<file path="config.mk">
export PLATFORM = sky130hd
export DESIGN_NAME = foo_intf_rr_arbiter
export DESIGN_NICKNAME = d
export VERILOG_FILES = /design/src/rtl/foo_intf_rr_arbiter.sv
export SDC_FILE = /design/constraint.sdc
export NUM_CORES = 1
export LEC_CHECK = 0
export CAP_MARGIN = 20
export CORE_ASPECT_RATIO = 1.25
export CORE_UTILIZATION = 61
export CTS_CLUSTER_SIZE = 16
export DETAILED_ROUTE_END_ITERATION = 7
export HOLD_SLACK_MARGIN = 0.08
export PLACE_DENSITY = 0.87
export SLEW_MARGIN = 0
export SYNTH_ARGS = -nofsm -noshare
export SYNTH_HDL_FRONTEND = slang
export SYNTH_SLANG_ARGS = --single-unit
</file>
<file path="constraint.sdc">
create_clock -name clk -period 6.15 [get_ports clk]
set_input_delay 1.23 -clock clk [delete_from_list [all_inputs] [get_ports clk]]
set_output_delay 1.23 -clock clk [all_outputs]
set_load 0.01 [all_outputs]
</file>
<file path="src/rtl/foo_intf_rr_arbiter.sv">
// Round-robin arbiter sharing one foo_intf sink among N sources.
// One owner at a time, a one-cycle dead GAP between owners, and an
// optional hold limit that forces a handover when others are waiting.
module foo_intf_rr_arbiter #(
  parameter int N        = 5,
  parameter int MAX_HOLD = 8,
  parameter int IDXW     = (N > 1) ? $clog2(N) : 1
) (
  input  logic            clk,
  input  logic            rst_n,
  input  logic [N-1:0]    req,
  input  logic [N-1:0]    rel,
  input  logic [N-1:0]    a_src,
  output logic [N-1:0]    grant,
  output logic            grant_vld,
  output logic [IDXW-1:0] grant_idx,
  output logic            a_sink,
  output logic            preempt
);

  // Hold counter must represent 1 even when the hold limit is disabled.
  localparam int            HW   = $clog2(MAX_HOLD + 2);
  localparam logic [HW-1:0] HMAX = HW'(MAX_HOLD);

  typedef enum logic [1:0] {IDLE, BUSY, GAP} state_t;

  state_t          state;
  logic [IDXW-1:0] ptr;
  logic [HW-1:0]   hcnt;

  logic            win_vld;
  logic [IDXW-1:0] win_idx;
  int              cand;
  logic            owner_rel;
  logic            others;
  logic            force_out;
  logic [IDXW-1:0] nxt_ptr;

  // Circular first-requester search starting at the priority pointer.
  always_comb begin
    win_vld = 1'b0;
    win_idx = '0;
    cand    = 0;
    for (int k = 0; k < N; k++) begin
      cand = int'(ptr) + k;
      if (cand >= N) cand = cand - N;
      if (!win_vld && req[cand]) begin
        win_vld = 1'b1;
        win_idx = IDXW'(cand);
      end
    end
  end

  // Owner exit conditions; an explicit release always beats preemption.
  always_comb begin
    owner_rel = rel[grant_idx] | ~req[grant_idx];
    others    = |(req & ~grant);
    force_out = (MAX_HOLD != 0) && (hcnt == HMAX) && others;
    nxt_ptr   = (grant_idx == IDXW'(N - 1)) ? '0 : grant_idx + IDXW'(1);
  end

  assign grant_vld = |grant;

  // Ownership FSM with registered grant, sink data and preempt pulse.
  always_ff @(posedge clk) begin
    if (!rst_n) begin
      state     <= IDLE;
      ptr       <= '0;
      hcnt      <= '0;
      grant     <= '0;
      grant_idx <= '0;
      a_sink    <= 1'b0;
      preempt   <= 1'b0;
    end else begin
      preempt <= 1'b0;
      case (state)
        IDLE, GAP: begin
          a_sink <= 1'b0;
          if (win_vld) begin
            grant     <= N'(1) << win_idx;
            grant_idx <= win_idx;
            hcnt      <= HW'(1);
            state     <= BUSY;
          end else begin
            state <= IDLE;
          end
        end
        BUSY: begin
          if (owner_rel || force_out) begin
            grant   <= '0;
            a_sink  <= 1'b0;
            ptr     <= nxt_ptr;
            preempt <= ~owner_rel;
            state   <= GAP;
          end else begin
            a_sink <= a_src[grant_idx];
            if (hcnt < HMAX) hcnt <= hcnt + HW'(1);
          end
        end
        default: state <= IDLE;
      endcase
    end
  end

endmodule

</file>
# ---- After elaboration in Yosys (flattened, before gate mapping)
# Cells that the tools add are included.
dict set report totals {
  ff_bits 19
  out_inout_bits 11
  in_bits 17
  elab_cells 113
}
dict set report classes {
  n_mux 49
  n_addsub 11
  n_eq_ne 8
  n_shift 1
  bitwise_logic 5
  n_lt_le_gt_ge 12
  reduce_logical 20
}
# operator n
set op_table {}
lappend op_table {{$lt 32x5->1 const B} 5}
lappend op_table {{$mux 32} 5}
lappend op_table {{$bmux 1 s3} 8}
lappend op_table {{$mux 1} 20}
lappend op_table {{$sub 4x3->5 const B} 4}
lappend op_table {{$mux 3} 6}
lappend op_table {{$ge 4x3->1 const B} 4}
lappend op_table {{$mux 4} 3}
lappend op_table {{$mux 5} 2}
lappend op_table {{$pmux 5 s2} 1}
lappend op_table {{$reduce_or 5->1} 2}
lappend op_table {{$add 3x2->4 const B} 2}
lappend op_table {{$ne 2x2->1 const B} 4}
lappend op_table {{$pmux 4 s2} 1}
lappend op_table {{$reduce_and 3->1} 2}
lappend op_table {{$and 5x5->5} 1}
lappend op_table {{$logic_and 1x1->1} 5}
lappend op_table {{$not 5->5} 1}
lappend op_table {{$shl 1x3->5 const A} 1}
lappend op_table {{$add 3x1->4 const B} 1}
lappend op_table {{$add 3x3->4 const B} 1}
lappend op_table {{$add 4x1->4 const B} 1}
lappend op_table {{$eq 4x4->1 const B} 1}
lappend op_table {{$logic_not 1->1} 4}
lappend op_table {{19 further kinds} 21}

# ---- Logic depth before layout (Yosys ltp)
dict set report depth {
  word_depth 21
  mapped_depth 15
  mapped_depth_nobuf 12
}

# ---- Worst setup path before layout
# Ideal clock, no wire load.
dict set report synth_timing {
  path_kind {in2reg}
  start {input port req[3]}
  end {register grant[0]}
  cell_stages 9
  setup_time_ps 92
  t_required_ps 6058
  slack_ps 2371
  t_arrival_ps 3687
  path_cell_list {clkbuf_1 > mux4_2 > mux2_2 > and2_4 > a311o_1 > or2_1 > or4_1 > o31a_1 > o32ai_1}
}
dict set report synth_via {
  elab_chain_cells 19
}
# item line_no
set synth_lines {}
lappend synth_lines {{start: declaration} 11} ;# input logic [N-1:0] req,
lappend synth_lines {{$bmux 1 s3} 47} ;# if (!win_vld && req[cand]) begin
lappend synth_lines {{$mux 1 (not written as such) (2 in a row)} 47}
lappend synth_lines {{$mux 1} 47}
lappend synth_lines {{$logic_not 1->1} 47}
lappend synth_lines {{$logic_and 1x1->1} 47}
lappend synth_lines {{$mux 1} 47}
lappend synth_lines {{$logic_not 1->1} 47}
lappend synth_lines {{$logic_and 1x1->1} 47}
lappend synth_lines {{[2 not listed]} n/a}
lappend synth_lines {{$logic_and 1x1->1} 47}
lappend synth_lines {{$mux 1} 47}
lappend synth_lines {{$logic_not 1->1} 47}
lappend synth_lines {{$logic_and 1x1->1} 47}
lappend synth_lines {{$mux 3} 47}
lappend synth_lines {{$shl 1x3->5} 80} ;# grant <= N'(1) << win_idx;
lappend synth_lines {{$mux 5} 79} ;# if (win_vld) begin
lappend synth_lines {{$pmux 5 s2} 76} ;# case (state)
lappend synth_lines {{end signal: assignment} 80}
lappend synth_lines {{end: declaration} 14} ;# output logic [N-1:0] grant,
# Parallel ways exist; a longest one is shown, timed or not. The select of a mux whose other input is x is not followed.
# A chain may end at the register's enable or synchronous reset.

# ---- Worst setup path in the final report
dict set report layout_timing {
  start {register ptr[1]}
  end {register grant[1]}
}
dict set report layout_via {
  elab_chain_cells 21
}
# item line_no
set layout_lines {}
lappend layout_lines {{start: declaration} 28} ;# logic [IDXW-1:0] ptr;
lappend layout_lines {{start signal: assignment} 92} ;# ptr <= nxt_ptr;
lappend layout_lines {{branches (longest 21 deep; another with $sub 4x3->5)} n/a}
# Parallel ways; which one is timed is not known. The select of a mux whose other input is x is not followed.

==> results.py <==
metrics = {
    "run_status": {
        "status": "completed",
    },
    "global_routing": {
        "track_usage": 0.330,
        "grt_pass1_wl_um": 10300,
        "grt_pass1_vias": 2255,
        "antenna_found_initial": 0,
        "gr-total-overflow": 0,
        "grt_max_degree": 29,
    },
    "finish": {
        "fill_cells": 289,
        "multiInputGateArea_um2": 1680,
        "final-seq-area_um2": 380,
        "antennaDiodeCount": 0,
        "drive_above_1_share": 0.0617,
        "nets": 342,
        "areaGrowthSynthToFinish_pct": 14.4,
    },
    "logic_synthesis": {
        "syn-mean-instance-area_um2": 7.57,
        "synth_area_um2": 2190,
        "synthSimpleGateAreaFrac": 0.245,
        "muxShareOfSynthArea": 0.0827,
        "syn_nets": 323,
        "synthAdderAreaFrac": 0.0912,
        "synth_enable_flop_cells": 0,
        "synth_commonest_cells": "23 x nand2_1, 23 x nor2_1, 21 x inv_1",
        "postSynth.asyncResetShare": 0,
        "synth_seq_area_share": 0.173,
        "netlist_top_cells_area": "dfxtp_1 17%, ha_1 9.1%, a21oi_1 4.6%",
        "synth_top_area_cell": "dfxtp_1",
        "ys_types": 69,
        "synth-seq-cells": 19,
        "synth_top_area_frac": 0.173,
        "synth_top_family_by_area": "compound AO/OA/AOI/OAI gates",
        "yosysWarnings": 0,
        "netlist_instances": 290,
        "synth_xor_area_frac": 0.0160,
        "synth_compound_area_frac": 0.329,
        "synth_flop_cell": "dfxtp_1",
    },
    "detailed_routing": {
        "via_per_inst": 6.78,
        "drc": 0,
        "first_pass_iters": 5,
        "num_vias": 2352,
        "initialDrtViolationCount": 165,
        "wl_um": 6230,
        "wl_per_cell_um": 18.0,
        "ant_nets": 0,
    },
    "floorplanning": {
        "die_h_um": 69.1,
        "die_x_um": 55.7,
        "dieArea_um2": 3840,
        "num_rows": 24,
        "initial_core_util": 0.636,
        "core_um2": 3450,
        "io_pins": 28,
    },
    "critical_path": {
        "critPathLaunchType": "register",
        "critical_path.top_delay_family": "simple AND/OR/NAND/NOR gates",
        "crit_buf_inv": 1,
        "critPathCaptureType": "register",
        "arrival_ns": 4.52,
        "crit_chain": "inv_1, ha_1, mux4_2, mux2_2, and2_4, a311o_1, nor2_1, a41oi_2, or3_1, o32ai_1",
        "cp_data_required_time_ns": 6.32,
        "slowest_stage": "ha_1",
        "cp_slowest_stage_delay_ns": 0.80,
        "path_class": "register to register",
        "path_max_fanout": 23,
    },
    "clock_tree": {
        "cts_max_level": 1,
        "cts.clk_slew.worst_paths_ns": 0.07,
        "cts_setup_buffers": 0,
        "insertion_delay_ns": 0.26,
        "cts_sinks": 19,
        "cts_resized": 0,
        "cts_tree": "done",
        "clockBufferDepth": 2,
        "cts_buffers": 3,
        "cts-root-buf": "clkbuf_8",
        "ctsHoldBuffers": 0,
    },
    "place": {
        "place.gp.congestion": 0.993,
        "hpwl_um": 4720,
        "place.port_buffers": 27,
    },
    "timing": {
        "rsz0062_at_grt": "false",
        "setup_violations": 0,
        "finalCritPeriodShare": 0.707,
        "period_minus_slack_ns": 4.35,
        "holdWs_ns": 0.504,
        "clock.fmax_ghz": 0.230,
        "fin_setup_tns_ns": 0,
        "worst_pin_slew_ns": 0.657,
        "slew_violations": 0,
        "hold_viol": 0,
        "slew_headroom": 0.562,
        "fin_skew_ns": 0.00371,
    },
    "pwr": {
        "leakage_nw": 0.960,
        "p_per_area_nw_per_um2": 571,
        "irDropWorstVdd_v": 0.000438,
    },
    "run": {
        "drv_cap": 0,
    },
    "min_path": {
        "hp-class": "register to register",
    },
}
==> state kept, by name (all words and copies together), names as in the netlist <==
register and flops:
grant 5, a_sink 1, ptr 3, hcnt 4, preempt 1, state 2
grant_idx 3
==> final cells by class <==
type                       instances  share of cell area
inverter                          22              0.0329
clock buffer                       3              0.0164
tap                               39              0.0194
timing repair buffer              28               0.111
sequential                        19               0.151
multi-input combinational        235               0.667
clock inverter                     1             0.00199
==> routing by layer <==
| layer | track usage | up-vias | part of all wire |
|---|---|---|---|
| met5 | 0 | - | 0 |
| met4 | 0.133 | 0 | 0.022 |
| met3 | 0.0263 | 15 | 0.049 |
| met2 | 0.610 | 88 | 0.52 |
| met1 | 0.385 | 1104 | 0.41 |
| li1 | - | 1145 | - |
==> power by group <==
part           internal [W]  switching [W]
combinational      0.000479       0.000658
clock             0.0000452      0.0000445
sequential         0.000157      0.0000511
total              0.000681       0.000754
==> worst register-to-register path, stage by stage, from the launching register on <==
cell     delay, ns
dfxtp_1       0.69
inv_1         0.33
ha_1          0.80
mux4_2        0.40
mux2_2        0.29
and2_4        0.17
a311o_1       0.30
nor2_1        0.29
a41oi_2       0.33
or3_1         0.48
o32ai_1       0.16
==> cells in the final DEF, fill, tap and decap left out, types with 3 or more instances in the layout <==
cell type,n
a211oi_1,7
a21oi_1,20
a2bb2oi_1,3
a32o_1,3
and2_1,3
and3_1,3
clkbuf_8,3
clkdlybuf4s50_1,27
dfxtp_1,19
ha_1,16
inv_1,21
mux2_2,3
mux2i_1,8
mux4_2,3
nand2_1,23
nand3_1,5
nand3b_1,3
nor2_1,23
nor2b_1,6
nor3_1,11
nor4_1,4
o211ai_1,6
o21ai_0,8
o22ai_1,4
o31a_1,3
o31ai_1,4
o32ai_1,8
or2_2,3
or4_1,3
xnor2_1,3
==> worst paths after layout <==
check	start	slack, ns	end	depth (start not counted)
min	a_sink	0.50	a_sink	2
max reg2reg	ptr[1]	1.80	grant[1]	10
max	ptr[1]	1.80	grant[1]	10
min reg2reg	a_sink	0.50	a_sink	2
==> kinds of logic (layout without fill, tap and decap cells) <==
kind of cell / Yosys count / after routing
mux: 14 / 14
flops: 19 / 19
xor+xnor: 4 / 4
simple gates: 103 / 103
fa+ha+maj: 16 / 16
buf+inv: 36 / 54
compound gates: 98 / 98
==> metrics by stage <==
step | instances | power [W] | setup slack (ns) | util | area, µm²
6_report | 347 | 0.00143 | 1.80 | 0.727 | 2510
2_1_floorplan | 290 | 0.00107 | 2.37 | - | 2190
3_3_place_gp | 343 | 0.00130 | 1.84 | 0.714 | 2460
3_5_place_dp | 343 | 0.00132 | 1.70 | 0.714 | 2460
5_1_grt | 347 | 0.00156 | 1.51 | 0.727 | 2510
4_1_cts | 347 | 0.00141 | 1.87 | 0.727 | 2510
(Power assumes the default switching activity.)
